File: config.mk
export PLATFORM = sky130hd
export DESIGN_NAME = multicycle_control
export DESIGN_NICKNAME = d
export VERILOG_FILES = /design/src/rtl/multicycle_control.sv
export SDC_FILE = /design/constraint.sdc
export NUM_CORES = 1
export LEC_CHECK = 0
export CAP_MARGIN = 10
export CORE_UTILIZATION = 48
export DETAILED_ROUTE_END_ITERATION = 7
export MAX_ROUTING_LAYER = met4
export PLACE_DENSITY = 0.89
export SYNTH_ARGS = -nofsm -noshare
export SYNTH_HDL_FRONTEND = slang
export SYNTH_SLANG_ARGS = --single-unit
File: constraint.sdc
create_clock -name clk -period 3.7 [get_ports clk]
set_clock_uncertainty 0.1 [all_clocks]
set_input_delay 0.74 -clock clk [delete_from_list [all_inputs] [get_ports clk]]
set_output_delay 0.74 -clock clk [all_outputs]
set_load 0.005 [all_outputs]
File: src/rtl/multicycle_control.sv
// multicycle_control: multi-cycle MIPS main control FSM with memory handshake, timeout, trap and retire counter
module multicycle_control #(
    parameter int HAS_JUMP    = 1,
    parameter int MEM_TIMEOUT = 0,
    parameter int TMO_W       = 8,
    parameter int CNT_W       = 32
) (
    input  logic             clk,
    input  logic             rst,
    input  logic [5:0]       OpCode,
    input  logic             MemReady,
    output logic             PCWrite,
    output logic             PCWriteCond,
    output logic             BranchNE,
    output logic             IorD,
    output logic             MemRead,
    output logic             MemWrite,
    output logic             IRWrite,
    output logic             MemtoReg,
    output logic             RegDest,
    output logic             RegWrite,
    output logic             ALUSrcA,
    output logic [1:0]       ALUSrcB,
    output logic             ZeroExt,
    output logic [2:0]       ALUOp,
    output logic [1:0]       PCSource,
    output logic             Retire,
    output logic             IllegalOp,
    output logic             MemTimeout,
    output logic [CNT_W-1:0] InstrCount,
    output logic [3:0]       State
);
    // Encoding follows the order the states are sequenced in; FETCH is 0 so the debug bus idles at 0.
    typedef enum logic [3:0] {
        FETCH, DECODE, EXEC_R, WB_R, EXEC_I, WB_I, MEM_ADDR,
        MEM_RD, MEM_WB, MEM_WR, BRANCH, JUMP, ILLEGAL
    } stateT;

    localparam logic [TMO_W-1:0] TMO_LAST = TMO_W'(MEM_TIMEOUT - 1);

    stateT state, nextState;
    logic [TMO_W-1:0] waitCnt;
    logic [CNT_W-1:0] count;
    logic waitState, timeout;

    // Wait tracking and next-state selection; a timeout always falls back to FETCH.
    always_comb begin
        waitState = state inside {FETCH, MEM_RD, MEM_WR};
        timeout = (MEM_TIMEOUT != 0) && waitState && !MemReady && waitCnt == TMO_LAST;
        case (state)
            FETCH:    nextState = MemReady ? DECODE : FETCH;
            DECODE:   nextState = (OpCode == 6'b000000) ? EXEC_R :
                                  (OpCode inside {6'b001000, 6'b001100, 6'b001101}) ? EXEC_I :
                                  (OpCode inside {6'b100011, 6'b101011}) ? MEM_ADDR :
                                  (OpCode inside {6'b000100, 6'b000101}) ? BRANCH :
                                  (OpCode == 6'b000010 && HAS_JUMP != 0) ? JUMP : ILLEGAL;
            EXEC_R:   nextState = WB_R;
            EXEC_I:   nextState = WB_I;
            MEM_ADDR: nextState = (OpCode == 6'b100011) ? MEM_RD : MEM_WR;
            MEM_RD:   nextState = MemReady ? MEM_WB : timeout ? FETCH : MEM_RD;
            MEM_WR:   nextState = (MemReady || timeout) ? FETCH : MEM_WR;
            default:  nextState = FETCH;
        endcase
    end

    // Control decode from state, with memory-qualified strobes; everything held low during reset.
    always_comb begin
        PCWrite = 1'b0;
        PCWriteCond = 1'b0;
        BranchNE = 1'b0;
        IorD = 1'b0;
        MemRead = 1'b0;
        MemWrite = 1'b0;
        IRWrite = 1'b0;
        MemtoReg = 1'b0;
        RegDest = 1'b0;
        RegWrite = 1'b0;
        ALUSrcA = 1'b0;
        ALUSrcB = 2'b00;
        ZeroExt = 1'b0;
        ALUOp = 3'b000;
        PCSource = 2'b00;
        Retire = 1'b0;
        IllegalOp = 1'b0;
        MemTimeout = 1'b0;
        InstrCount = rst ? '0 : count;
        State = rst ? 4'd0 : state;
        if (!rst) begin
            case (state)
                FETCH: begin
                    MemRead = !timeout;
                    ALUSrcB = 2'b01;
                    IRWrite = MemReady;
                    PCWrite = MemReady;
                    MemTimeout = timeout;
                end
                DECODE: ALUSrcB = 2'b11;
                EXEC_R: begin
                    ALUSrcA = 1'b1;
                    ALUOp = 3'b010;
                end
                WB_R: begin
                    RegWrite = 1'b1;
                    RegDest = 1'b1;
                    Retire = 1'b1;
                end
                EXEC_I: begin
                    ALUSrcA = 1'b1;
                    ALUSrcB = 2'b10;
                    ALUOp = (OpCode == 6'b001100) ? 3'b011 : (OpCode == 6'b001101) ? 3'b100 : 3'b000;
                    ZeroExt = OpCode != 6'b001000;
                end
                WB_I: begin
                    RegWrite = 1'b1;
                    Retire = 1'b1;
                end
                MEM_ADDR: begin
                    ALUSrcA = 1'b1;
                    ALUSrcB = 2'b10;
                end
                MEM_RD: begin
                    MemRead = !timeout;
                    IorD = 1'b1;
                    MemTimeout = timeout;
                end
                MEM_WB: begin
                    RegWrite = 1'b1;
                    MemtoReg = 1'b1;
                    Retire = 1'b1;
                end
                MEM_WR: begin
                    MemWrite = !timeout;
                    IorD = 1'b1;
                    Retire = MemReady;
                    MemTimeout = timeout;
                end
                BRANCH: begin
                    ALUSrcA = 1'b1;
                    ALUOp = 3'b001;
                    PCWriteCond = 1'b1;
                    PCSource = 2'b01;
                    BranchNE = OpCode == 6'b000101;
                    Retire = 1'b1;
                end
                JUMP: begin
                    PCWrite = 1'b1;
                    PCSource = 2'b10;
                    Retire = 1'b1;
                end
                ILLEGAL: IllegalOp = 1'b1;
                default: ;
            endcase
        end
    end

    // State, wait counter (cleared whenever not stalling) and wrapping retire counter.
    always_ff @(posedge clk) begin
        if (rst) begin
            state <= FETCH;
            waitCnt <= '0;
            count <= '0;
        end else begin
            state <= nextState;
            waitCnt <= (waitState && !MemReady && !timeout) ? waitCnt + 1'b1 : '0;
            count <= count + CNT_W'(Retire);
        end
    end
endmodule

==> results.toml, run 1 <==
[clock_network]
cts_buffer_depth = 2
post_cts_buffers = 0
cts_inserted_buffers = 5
clk_pin_slew_worst_paths_ns = 0.07
cts_num_sinks = 36
clock_root_buffer = "clkbuf_8"
worst_skew_pair.late_latency_ns = 0.29
cts_tree = "done"
cts_htree_levels = 2

[final_layout]
final_cell_area_um2 = 3210
nFillCells = 389
insertedDiodeCount = 0
drive_above_1_share_pct = 9.40
final_util_pct = 68.0
mostFrequentLayoutCell = "clkdlybuf4s50_1"
relative_area_change_from_synthesis_to_final_layout_pct = 36.5
most-common-layout-cells = "clkdlybuf4s50_1 (64), nor2_1 (38), nor2b_1 (38)"
finalNetCount = 394

[die]
die-height_um = 72.0
floorplan.rows = 25
die_area_um2 = 5190
die-width_um = 72.0
start_util_pct = 49.8
core_box_area_um2 = 4720
boundaryPins = 67

[yosys]
postSynthCellCount = 317
synth_seq_cells = 36
synthesized_net_count = 328
syn_std_cell_area_um2 = 2350
number_of_enable_flip_flop_cells_after_synthesis = 0
yosys_most_used_dff = "dfxtp_1"
synthesis.yosys.warnings = 0
synth_sequential_area_ratio_pct = 30.6
synthesis.area_per_instance_um2 = 7.42
async_flop_share_pct = 0
post_synth_num_cell_types = 47

[run_status]
outcome = "finished, final reports clean"

[grt]
largest_net_degree_at_the_start_of_global_routing = 53
first_pass_grt_wire_length_um = 9970
grt.overflow.total = 0
gr-usage-all-layers_pct = 24.8
grt_antenna_before_repair = 0
vias_in_the_first_global_route = 2218

[placed_design]
placedInstanceArea_um2 = 3110
detailed_place_hpwl_um = 4470
place.gp.congestion = 0.893
port-buffer-count = 65
preCtsSetupSlack_ns = 0.0946

[pwr]
power_density_nw_per_um2 = 265
power.clock.fraction_pct = 34.8
internal_power_of_the_cells_w = 0.000632
worst_ir_drop_vdd_mv = 0.153
p_seq_share_pct = 46.4
combPwrFrac_pct = 18.8
leakage_nw = 1.15
switchingPower_w = 0.000221
swShare_pct = 25.9

[detailed_routing]
viasPerCell = 5.46
dr.pass1.iters = 5
detail_route.drc_violations = 0
avgRoutedWirePerCell_um = 13.4
route.vias.total = 2458
antenna_left = 0
drt_first_iter_violations = 148
routed_wl_um = 6030

[timing]
fmax_mhz = 288
grt_setup_unrepaired = "false"
finalHoldViolations = 0
timing.setup.tns_ns = 0
finalCritPeriodShare_pct = 93.9
worst_hold_slack_ns = 0.407
count_of_final_setup_violators = 0
final-max-slew-violation-count = 0
postLayoutSetupSlackWorst_ns = 0.224
final.min_clock_period_ns = 3.48

[setup_path]
crit_fanout = 2
cp.arrival_ns = 2.64
path_class = "input port to primary output"
crit_path_end_kind = "primary output"
start_kind = "input port"
required_ns = 2.86

[job]
maxCapViolCount = 0

[min_path]
hold_path_class = "register to register"
## final timing paths
check        depth (start not counted)  slack, ns       from        end
max                                  5       0.22  OpCode[1]   ALUOp[1]
max reg2reg                         10       0.65   state[2]  count[26]
min reg2reg                          2       0.41  count[23]  count[23]
min                                  2       0.41  count[23]  count[23]
## metal layers
metal | vias up | GRT usage [%] | share of wire, %
met4 | 0 | 8.50 | 1.6
met3 | 12 | 4.31 | 5.0
met2 | 75 | 40.5 | 49
met1 | 1127 | 31.2 | 45
li1 | 1244 | - | -
met5 | - | - | 0
## cell type report
type,count,area [µm²],share of cell area [%]
clock buffers,7,96.3,3.00
well taps,67,83.8,2.61
inverters,8,30.0,0.935
flip-flops and latches,36,721,22.4
multi-input cells,251,1520,47.2
repair buffers,81,766,23.8
## state kept, by name, indices dropped and copies added (netlist names)
register,flops
count,32
state,4
## logic make-up (layout without fill, tap and decap cells)
group,count (synthesis),count (layout),synth area share (%)
and+or+nand+nor,177,177,41.9
AOI/OAI and AO/OA,51,51,12.7
DFF,36,36,30.6
buffers and inverters,30,96,5.26
xor gates and xnor gates,12,12,4.47
muxes,8,8,3.83
adders and majority gates,2,2,1.06
other,1,1,0.159
## power by group through the flow
stage	sequential, W	combinational, W	clock, W
6_report	0.000395	0.000160	0.000297
5_1_grt	0.000395	0.000176	0.000322
3_3_place_gp	0.000404	0.000155	0
3_5_place_dp	0.000404	0.000157	0
4_1_cts	0.000395	0.000158	0.000304
2_1_floorplan	0.000406	0.0000871	0
## timing repair
item	4_1_cts	5_1_grt
setup endpoints to repair	0	1
hold buffers	0	0
hold endpoints to repair	0	0
resized for setup	0	1
## stage by stage
stage	std cells	total power, W
floorplan	317	0.000493
global placement	443	0.000558
detailed placement	443	0.000561
CTS	450	0.000857
global route	450	0.000893
finish	450	0.000853
## cells in the mapped netlist, types with 8 or more instances
cell type	instances	share of area, %
nor2_1	38	6.1
nor2b_1	38	10
dfxtp_1	36	31
o21ai_0	18	3.8
a21oi_1	16	3.4
clkbuf_1	16	2.6
nand2_1	16	2.6
nor3_1	15	3.2
nand3_1	14	3.0
inv_1	8	1.3
nand4_1	8	2.1
or3_1	8	2.1
## critical path: stages
cell,delay [ns]
clkdlybuf4s50_1,0.44
nor4b_2,0.32
nand4b_1,0.14
a2111oi_0,0.41
clkdlybuf4s50_1,0.59
Note: power is estimated with default switching activity, not from simulation.
==> run 2: changes to the inputs <==
- CORE_MARGIN: default -> 3
- MAX_ROUTING_LAYER: met4 -> default
==> run 2 against run 1 <==
  * Global-route usage fell by 3.6 points
  * Highest routed layer unchanged
  * Register-to-register slack improved by 0.04 ns
  * Critical path depth did not move
  * Critical endpoint unchanged
==> results.toml, run 2 (synthesized netlist as in run 1, its figures left out) <==
[final_layout]
nFillCells = 371
drive_above_1_share_pct = 8.66
multi_input_area_um2 = 1520
insertedDiodeCount = 0
largest_reg_flops = 32
relative_area_change_from_synthesis_to_final_layout_pct = 35.3
regArea_um2 = 721
registers.top_by_ff_count = "count"
finalNetCount = 391
reg_top3 = "count (32), state (4)"
most-common-layout-cells = "clkdlybuf4s50_1 (64), nor2_1 (38), nor2b_1 (38)"
mostFrequentLayoutCell = "clkdlybuf4s50_1"

[die]
die-height_um = 76.0
die-width_um = 76.0
boundaryPins = 67
floorplan.rows = 24
start_util_pct = 51.9
die_area_um2 = 5780
core_box_area_um2 = 4530

[pwr]
power_density_nw_per_um2 = 265
post-layout-total-power_w = 0.000845
worst_ir_drop_vdd_mv = 0.180
leakage_nw = 1.13

[grt]
largest_net_degree_at_the_start_of_global_routing = 65
grt_antenna_before_repair = 0
first_pass_grt_wire_length_um = 10400
grt.overflow.total = 0
vias_in_the_first_global_route = 2356
gr-usage-all-layers_pct = 21.2

[clock_network]
worst_skew_pair.late_latency_ns = 0.29
cts_inserted_buffers = 5
clk_pin_slew_worst_paths_ns = 0.07
cts_num_sinks = 36
postCtsResizedCells = 0
cts_tree = "done"
holdBufCountCts = 0
cts_buffer_depth = 2
clock_root_buffer = "clkbuf_8"
cts_htree_levels = 2
post_cts_buffers = 0

[timing]
timing.setup.tns_ns = 0
worst_hold_slack_ns = 0.400
final-max-slew-violation-count = 0
worst-slew-pin-transition_ns = 0.585
final.min_clock_period_ns = 3.57
max-slew-margin-rel_pct = 61.0
fmax_mhz = 280
finalCritPeriodShare_pct = 96.5
count_of_final_setup_violators = 0
postLayoutSetupSlackWorst_ns = 0.128
grt_setup_unrepaired = "false"
finalHoldViolations = 0

[setup_path]
crit_path_end_kind = "primary output"
path_class = "input port to primary output"
start_kind = "input port"
setup.reg_to_reg.worst_slack_ns = 0.69
cp.arrival_ns = 2.73
required_ns = 2.86
crit_fanout = 5

[detailed_routing]
avgRoutedWirePerCell_um = 13.6
routed_wl_um = 6060
drt_first_iter_violations = 142
antenna_left = 0
detail_route.drc_violations = 0
dr.pass1.iters = 4
viasPerCell = 5.52
route.vias.total = 2464

[placed_design]
preCtsSetupSlack_ns = 0.108
place.gp.congestion = 0.876
port-buffer-count = 65
detailed_place_hpwl_um = 4530

[min_path]
hold_path_class = "register to register"

[run_status]
outcome = "finished, final reports clean"

[job]
maxCapViolCount = 0
## run 2: changes by cell type in the layout (fill, tap and decap cells not counted)
cell        previous run  this run
buf_4                 16        13
clkbuf_1               0         1
clkbuf_8               7         6
clkinvlp_4             0         1
## run 2: worst paths after layout
| check | start | cells after the start | end |
|---|---|---|---|
| hold / removal | count[22] | 2 | count[22] |
| hold reg to reg | count[22] | 2 | count[22] |
| setup / recovery | OpCode[4] | 5 | ALUOp[1] |
| setup reg to reg | state[1] | 10 | count[26] |
## run 2: critical path: stages
cell and delay (ns):
clkdlybuf4s50_1 0.51, nor4b_2 0.32, nand4b_1 0.15, a2111oi_0 0.43, clkdlybuf4s50_1 0.59
## run 2: layout make-up
class | count | share of cell area (%)
Clock inverter | 1 | 0.236
Multi-Input combinational cell | 251 | 47.6
Tap cell | 65 | 2.55
Inverter | 8 | 0.943
Sequential cell | 36 | 22.6
Timing Repair Buffer | 78 | 23.3
Clock buffer | 7 | 2.71
## run 2: through the flow
step | util [%] | instances | area [µm²]
floorplan | - | 317 | 2350
global placement | 68.0 | 438 | 3080
detailed placement | 68.0 | 438 | 3080
CTS | 70.1 | 446 | 3180
global route | 70.2 | 446 | 3180
finish | 70.2 | 446 | 3180
## run 2: routing by layer
layer  vias up  routed length, µm  GRT usage [%]
li1       1250                  -              -
met1      1120               2590           24.8
met2        85               3060           38.7
met3         9                331           3.78
met4         0                 74           7.25
met5         -                  0              0
## run 2: power breakdown
group / leakage [nW] / internal (W) / switching (W)
Combinational: 0.798 / 0.0000719 / 0.0000891
Clock: 0.0445 / 0.000151 / 0.000138
Sequential: 0.290 / 0.000393 / 0.00000229
Total: 1.13 / 0.000616 / 0.000229
==> run 3: changes to the inputs <==
- CTS_CLUSTER_DIAMETER: default -> 120
==> results of run 3 <==
Same layout as run 2: the final DEF is identical, and so are final timing and power.
